[src/rtl/command_queue_pkg.sv]
// Shared constants and types for the command byte queue.
package command_queue_pkg;

    // Default number of stored command bytes
    localparam int CMD_QUEUE_DEPTH = 4;

    // Filler byte from the uart receiver; it carries no command and is never stored
    localparam logic [7:0] IDLE_BYTE = 8'h00;

    typedef logic [7:0] byte_t;

endpackage : command_queue_pkg

[src/rtl/command_queue_if.sv]
// Byte handshakes around the command queue:
// rx_* from the uart receiver, cmd_* to the main controller.
interface command_queue_if;
    import command_queue_pkg::*;

    byte_t rx_data;
    logic  rx_valid;
    logic  rx_ready;
    byte_t cmd_data;
    logic  cmd_valid;
    logic  cmd_ready;

    // Environment side: feeds received bytes in and consumes commands
    modport master (
        output rx_data, rx_valid, cmd_ready,
        input  rx_ready, cmd_data, cmd_valid
    );

    // Queue side
    modport slave (
        input  rx_data, rx_valid, cmd_ready,
        output rx_ready, cmd_data, cmd_valid
    );

endinterface : command_queue_if

[src/rtl/command_queue.sv]
// Small FIFO of command bytes between the uart receiver and the main controller.
// The uart side is never stalled: bytes arriving while full are dropped and
// flagged in a sticky overflow bit.
module command_queue #(
    parameter int         DEPTH     = command_queue_pkg::CMD_QUEUE_DEPTH,
    parameter logic [7:0] IDLE_BYTE = command_queue_pkg::IDLE_BYTE
) (
    input  logic                     clk,
    input  logic                     reset,
    command_queue_if.slave           bus,
    input  logic                     flush,
    output logic [$clog2(DEPTH):0]   count,
    output logic                     overflow
);
    import command_queue_pkg::*;

    localparam int PTR_W = $clog2(DEPTH);
    localparam int CNT_W = PTR_W + 1;
    localparam logic [CNT_W-1:0] FULL_CNT = CNT_W'(DEPTH);

    byte_t            mem [DEPTH];
    logic [PTR_W-1:0] wr_ptr;
    logic [PTR_W-1:0] rd_ptr;

    logic full;
    logic rx_byte;
    logic pop;
    logic push;
    logic drop;

    // Handshake outputs; head byte comes straight from storage
    assign bus.rx_ready  = ~reset;
    assign bus.cmd_valid = ~reset & (count != '0);
    assign bus.cmd_data  = mem[rd_ptr];

    assign full    = (count == FULL_CNT);
    assign rx_byte = bus.rx_valid & bus.rx_ready & (bus.rx_data != IDLE_BYTE);
    assign pop     = bus.cmd_valid & bus.cmd_ready;
    // A pop in the same cycle frees the slot the new byte needs
    assign push    = rx_byte & (~full | pop);
    assign drop    = rx_byte & full & ~pop;

    // Storage write; contents need no reset since count guards every read
    always_ff @(posedge clk) begin
        if (push && !flush && !reset)
            mem[wr_ptr] <= bus.rx_data;
    end

    // Pointers, occupancy and sticky overflow; reset beats flush beats push/pop
    always_ff @(posedge clk) begin
        if (reset || flush) begin
            wr_ptr   <= '0;
            rd_ptr   <= '0;
            count    <= '0;
            overflow <= 1'b0;
        end else begin
            if (push)
                wr_ptr <= wr_ptr + PTR_W'(1);
            if (pop)
                rd_ptr <= rd_ptr + PTR_W'(1);
            case ({push, pop})
                2'b10:   count <= count + CNT_W'(1);
                2'b01:   count <= count - CNT_W'(1);
                default: count <= count;
            endcase
            if (drop)
                overflow <= 1'b1;
        end
    end

endmodule : command_queue

[src/flat_wrapper.sv]
// flat-port wrapper written by rule: the top's interface ports become plain ports
module command_queue_flat import command_queue_pkg::*;
#(
    parameter int         DEPTH     = command_queue_pkg::CMD_QUEUE_DEPTH,
    parameter logic [7:0] IDLE_BYTE = command_queue_pkg::IDLE_BYTE
)
  (clk, reset, flush, count, overflow, bus_rx_data, bus_rx_valid, bus_cmd_ready, bus_rx_ready, bus_cmd_data, bus_cmd_valid);
  command_queue_if bus_i ();
  input  logic clk;
  input  logic reset;
  input  logic flush;
  output logic [$clog2(DEPTH):0] count;
  output logic overflow;
  input wire logic [$bits(bus_i.rx_data)-1:0] bus_rx_data;
  input wire logic [$bits(bus_i.rx_valid)-1:0] bus_rx_valid;
  input wire logic [$bits(bus_i.cmd_ready)-1:0] bus_cmd_ready;
  output wire logic [$bits(bus_i.rx_ready)-1:0] bus_rx_ready;
  output wire logic [$bits(bus_i.cmd_data)-1:0] bus_cmd_data;
  output wire logic [$bits(bus_i.cmd_valid)-1:0] bus_cmd_valid;
  assign bus_i.rx_data = bus_rx_data;
  assign bus_i.rx_valid = bus_rx_valid;
  assign bus_i.cmd_ready = bus_cmd_ready;
  assign bus_rx_ready = bus_i.rx_ready;
  assign bus_cmd_data = bus_i.cmd_data;
  assign bus_cmd_valid = bus_i.cmd_valid;
  command_queue #(.DEPTH(DEPTH), .IDLE_BYTE(IDLE_BYTE)) u_core (.clk(clk), .reset(reset), .bus(bus_i), .flush(flush), .count(count), .overflow(overflow));
endmodule
[config.mk]
export PLATFORM = sky130hd
export DESIGN_NAME = command_queue_flat
export DESIGN_NICKNAME = d
export VERILOG_FILES = /design/src/rtl/command_queue_pkg.sv /design/src/rtl/command_queue_if.sv /design/src/rtl/command_queue.sv /design/src/flat_wrapper.sv
export SDC_FILE = /design/constraint.sdc
export NUM_CORES = 1
export LEC_CHECK = 0
export CAP_MARGIN = 25
export CORE_ASPECT_RATIO = 1.2
export CORE_MARGIN = 5
export CORE_UTILIZATION = 56
export DETAILED_ROUTE_END_ITERATION = 8
export PLACE_DENSITY_LB_ADDON = 0.3
export SYNTH_ARGS = -nofsm -noshare
export SYNTH_HDL_FRONTEND = slang
export SYNTH_SLANG_ARGS = --single-unit
[constraint.sdc]
create_clock -name clk -period 5.4 [get_ports clk]
set_clock_uncertainty 0.05 [all_clocks]
set_input_delay 1.08 -clock clk [delete_from_list [all_inputs] [get_ports clk]]
set_output_delay 1.08 -clock clk [all_outputs]
set_load 0.05 [all_outputs]
==> results.sh <==
export IMPL_ant_nets=0
export IMPL_path_class="primary input to primary output"
export IMPL_powerDensity_nw_per_um2=266
export IMPL_switching_share=0.217
export IMPL_slew_headroom=0.660
export IMPL_synth_edff_count=32
export IMPL_post_cts_buffers=0
export IMPL_core_um2=3000
export IMPL_gp_congestion=0.784
export IMPL_yosysTopAreaCellShare=0.558
export IMPL_outcome="finished, final reports clean"
export IMPL_yosysSeqAreaShare=0.674
export IMPL_pin_count=27
export IMPL_grt_pass1_wl_um=4640
export IMPL_n_antenna_cell=0
export IMPL_final_cells=174
export IMPL_clk_pin_slew_ns=0.12
export IMPL_grt_antenna_before_repair=0
export IMPL_drc=0
export IMPL_fin_nets=156
export IMPL_synth_cell_types=28
export IMPL_power_share_combinational=0.078
export IMPL_ys_flop_type="edfxtp_1"
export IMPL_switchingPower_mw=0.120
export IMPL_hp_start="u_core.overflow"
export IMPL_dp_cells=166
export IMPL_setup_viol_count_final=0
export IMPL_clockPowerShare=0.283
export IMPL_seqPwrFrac=0.638
export IMPL_syn_to_final_growth_pct=20.5
export IMPL_ctsHoldBuffers=0
export IMPL_avgViaCountPerCell=5.43
export IMPL_die_area_um2=4290
export IMPL_clk_path_buf_depth=2
export IMPL_yosysMostFrequentCell="edfxtp_1"
export IMPL_htreeDepth=2
export IMPL_cts_num_sinks=42
export IMPL_rsz0062_at_grt="false"
export IMPL_min_to="u_core.overflow"
export IMPL_synth_top_family_by_area="multiplexers"
export IMPL_detail_route_wl_per_cell_um=16.3
export IMPL_cap_violations=0
export IMPL_worst_pin_slew_ns=0.510
export IMPL_fin_crit_sh=0.685
export IMPL_synth_area_um2=1720
export IMPL_drtPass1Iterations=4
export IMPL_grt_util_all_layers=0.155
export IMPL_hp_class="flip-flop to flip-flop"
export IMPL_grt_pass1_vias=994
export IMPL_initial_utilization=0.574
export IMPL_netlist_top_cells_area="edfxtp_1 56%, dfxtp_1 12%, mux4_2 10%, ha_1 3.6%, nor2_1 2.2%"
export IMPL_p_leak_nw=0.675
export IMPL_vias=945
export IMPL_synth_xor_area_frac=0.0203
export IMPL_clock_fmax_ghz=0.270
export IMPL_yosys_area_share_simple=0.105
export IMPL_start_kind="primary input"
export IMPL_numCtsBuffers=5
export IMPL_postSynthAreaPerCell_um2=16.3
export IMPL_grt_start_max_net_pins=13
export IMPL_clkLatencyLatePin_ns=0.35
export IMPL_cts_resized=0
export IMPL_ys_seq_elements=42
export IMPL_synthArstFlopShare=0
export IMPL_yosys_warnings=0
export IMPL_p_int_mw=0.431
export IMPL_r2r_end="u_core.count[2]"
export IMPL_finalSetupTns_ns=0
export IMPL_dp_hpwl_um=2130
export IMPL_port_buffer_count=26
export IMPL_min_path_cells=2
export IMPL_r2r_setup_slack_ns=3.06
export IMPL_synth_area_leader_cell="edfxtp_1"
export IMPL_worst_ep_required_time_ns=4.27
export IMPL_cts_tree="done"
export IMPL_synth_compound_area_frac=0.0123
export IMPL_crit_path_end_kind="primary output"
export IMPL_crit_path_max_fanout=7
export IMPL_drv_slew=0
export IMPL_vdd_ir_drop_max_uv=195
export IMPL_synth_fa_ha_area_frac=0.0479
export IMPL_cp_data_arrival_time_ns=2.57
export IMPL_netlist_instances=106
export IMPL_timing_rr_start="u_core.count[1]"
export IMPL_hold_viol=0
export IMPL_die_width_um=60.6
export IMPL_fin_hold_ws_ns=0.449
export IMPL_grt_ovfl_total=0
export IMPL_wl_um=2840
export IMPL_cts_root_buf="clkbuf_4"
export IMPL_core_rowCount=22
export IMPL_drtIter0Drc=20
export IMPL_period_minus_slack_ns=3.70
export IMPL_reg2reg_depth=9
export IMPL_muxShareOfSynthArea=0.116
export IMPL_synth_commonest_cells="32 x edfxtp_1, 10 x dfxtp_1, 10 x nor2_1"
export IMPL_die_h_um=70.8
export IMPL_synth_nets=125
export IMPL_drive_gt1_frac=0.145
-- registers in the layout, indices dropped and copies added, names as in the netlist, named ones only --
register / flops
u_core.overflow: 1
u_core.mem: 32
u_core.rd_ptr: 2
u_core.wr_ptr: 2
u_core.count: 3
-- kinds of logic after synthesis --
| group | count (synthesis) |
|---|---|
| flops | 42 |
| simple gates | 31 |
| mux | 10 |
| buf+inv | 9 |
| fa+ha+maj | 6 |
| compound gates | 4 |
| xor+xnor | 4 |
-- worst max path at each step --
| stage | endpoint | startpoint | slack, ns |
|---|---|---|---|
| 2_1_floorplan | bus_cmd_valid | reset | 2.54 |
| 3_3_place_gp | bus_cmd_valid | reset | 1.71 |
| 3_5_place_dp | bus_cmd_valid | reset | 1.70 |
| 4_1_cts | bus_cmd_valid | reset | 1.70 |
| 5_1_grt | bus_cmd_valid | reset | 1.66 |
| 6_report | bus_cmd_valid | reset | 1.70 |
-- final cells by class --
cell class                 instances  area, µm²
clock buffer                       7       55.1
clock inverter                     1       5.00
fill                             196        925
inverter                           6       22.5
multi-input combinational         55        519
sequential                        42       1160
tap                               36       45.0
timing repair buffer              27        268
-- cells in the final DEF (no fill, tap or decap), drive strengths merged, types with 2 or more instances in the layout --
master / n
mux4: 8
dfxtp: 10
nand2: 6
a21oi: 2
xor2: 2
mux2i: 2
and2: 3
xnor2: 2
ha: 5
inv: 6
nor3b: 2
nor4: 2
clkbuf: 7
clkdlybuf4s50: 26
nor3: 2
nor2: 11
edfxtp: 32
-- critical path: stages --
cell and delay (ns):
clkdlybuf4s50_1 0.54, nor2_1 0.15, clkdlybuf4s50_1 0.81
-- stage by stage --
step	setup slack, ns	utilization	power [mW]	instance area [µm²]
2_1_floorplan	2.54	-	0.382	1720
3_3_place_gp	1.71	0.672	0.401	2020
3_5_place_dp	1.70	0.672	0.403	2020
4_1_cts	1.70	0.692	0.554	2080
5_1_grt	1.66	0.692	0.570	2080
6_report	1.70	0.692	0.551	2080
-- power groups by stage --
| stage | logic [mW] | registers, mW | clock network, mW |
|---|---|---|---|
| final | 0.0431 | 0.352 | 0.156 |
| after global routing | 0.0461 | 0.352 | 0.172 |
| after CTS | 0.0437 | 0.352 | 0.158 |
| after detailed placement | 0.0435 | 0.359 | 0 |
| after global placement | 0.0422 | 0.359 | 0 |
| after floorplan | 0.0216 | 0.360 | 0 |
-- metal layers --
layer / GRT usage / share of wire
met3: 0.0347 / 0.049
met5: 0 / 0
met2: 0.270 / 0.55
met4: 0.0867 / 0.025
met1: 0.165 / 0.37
(Power assumes the default switching activity.)
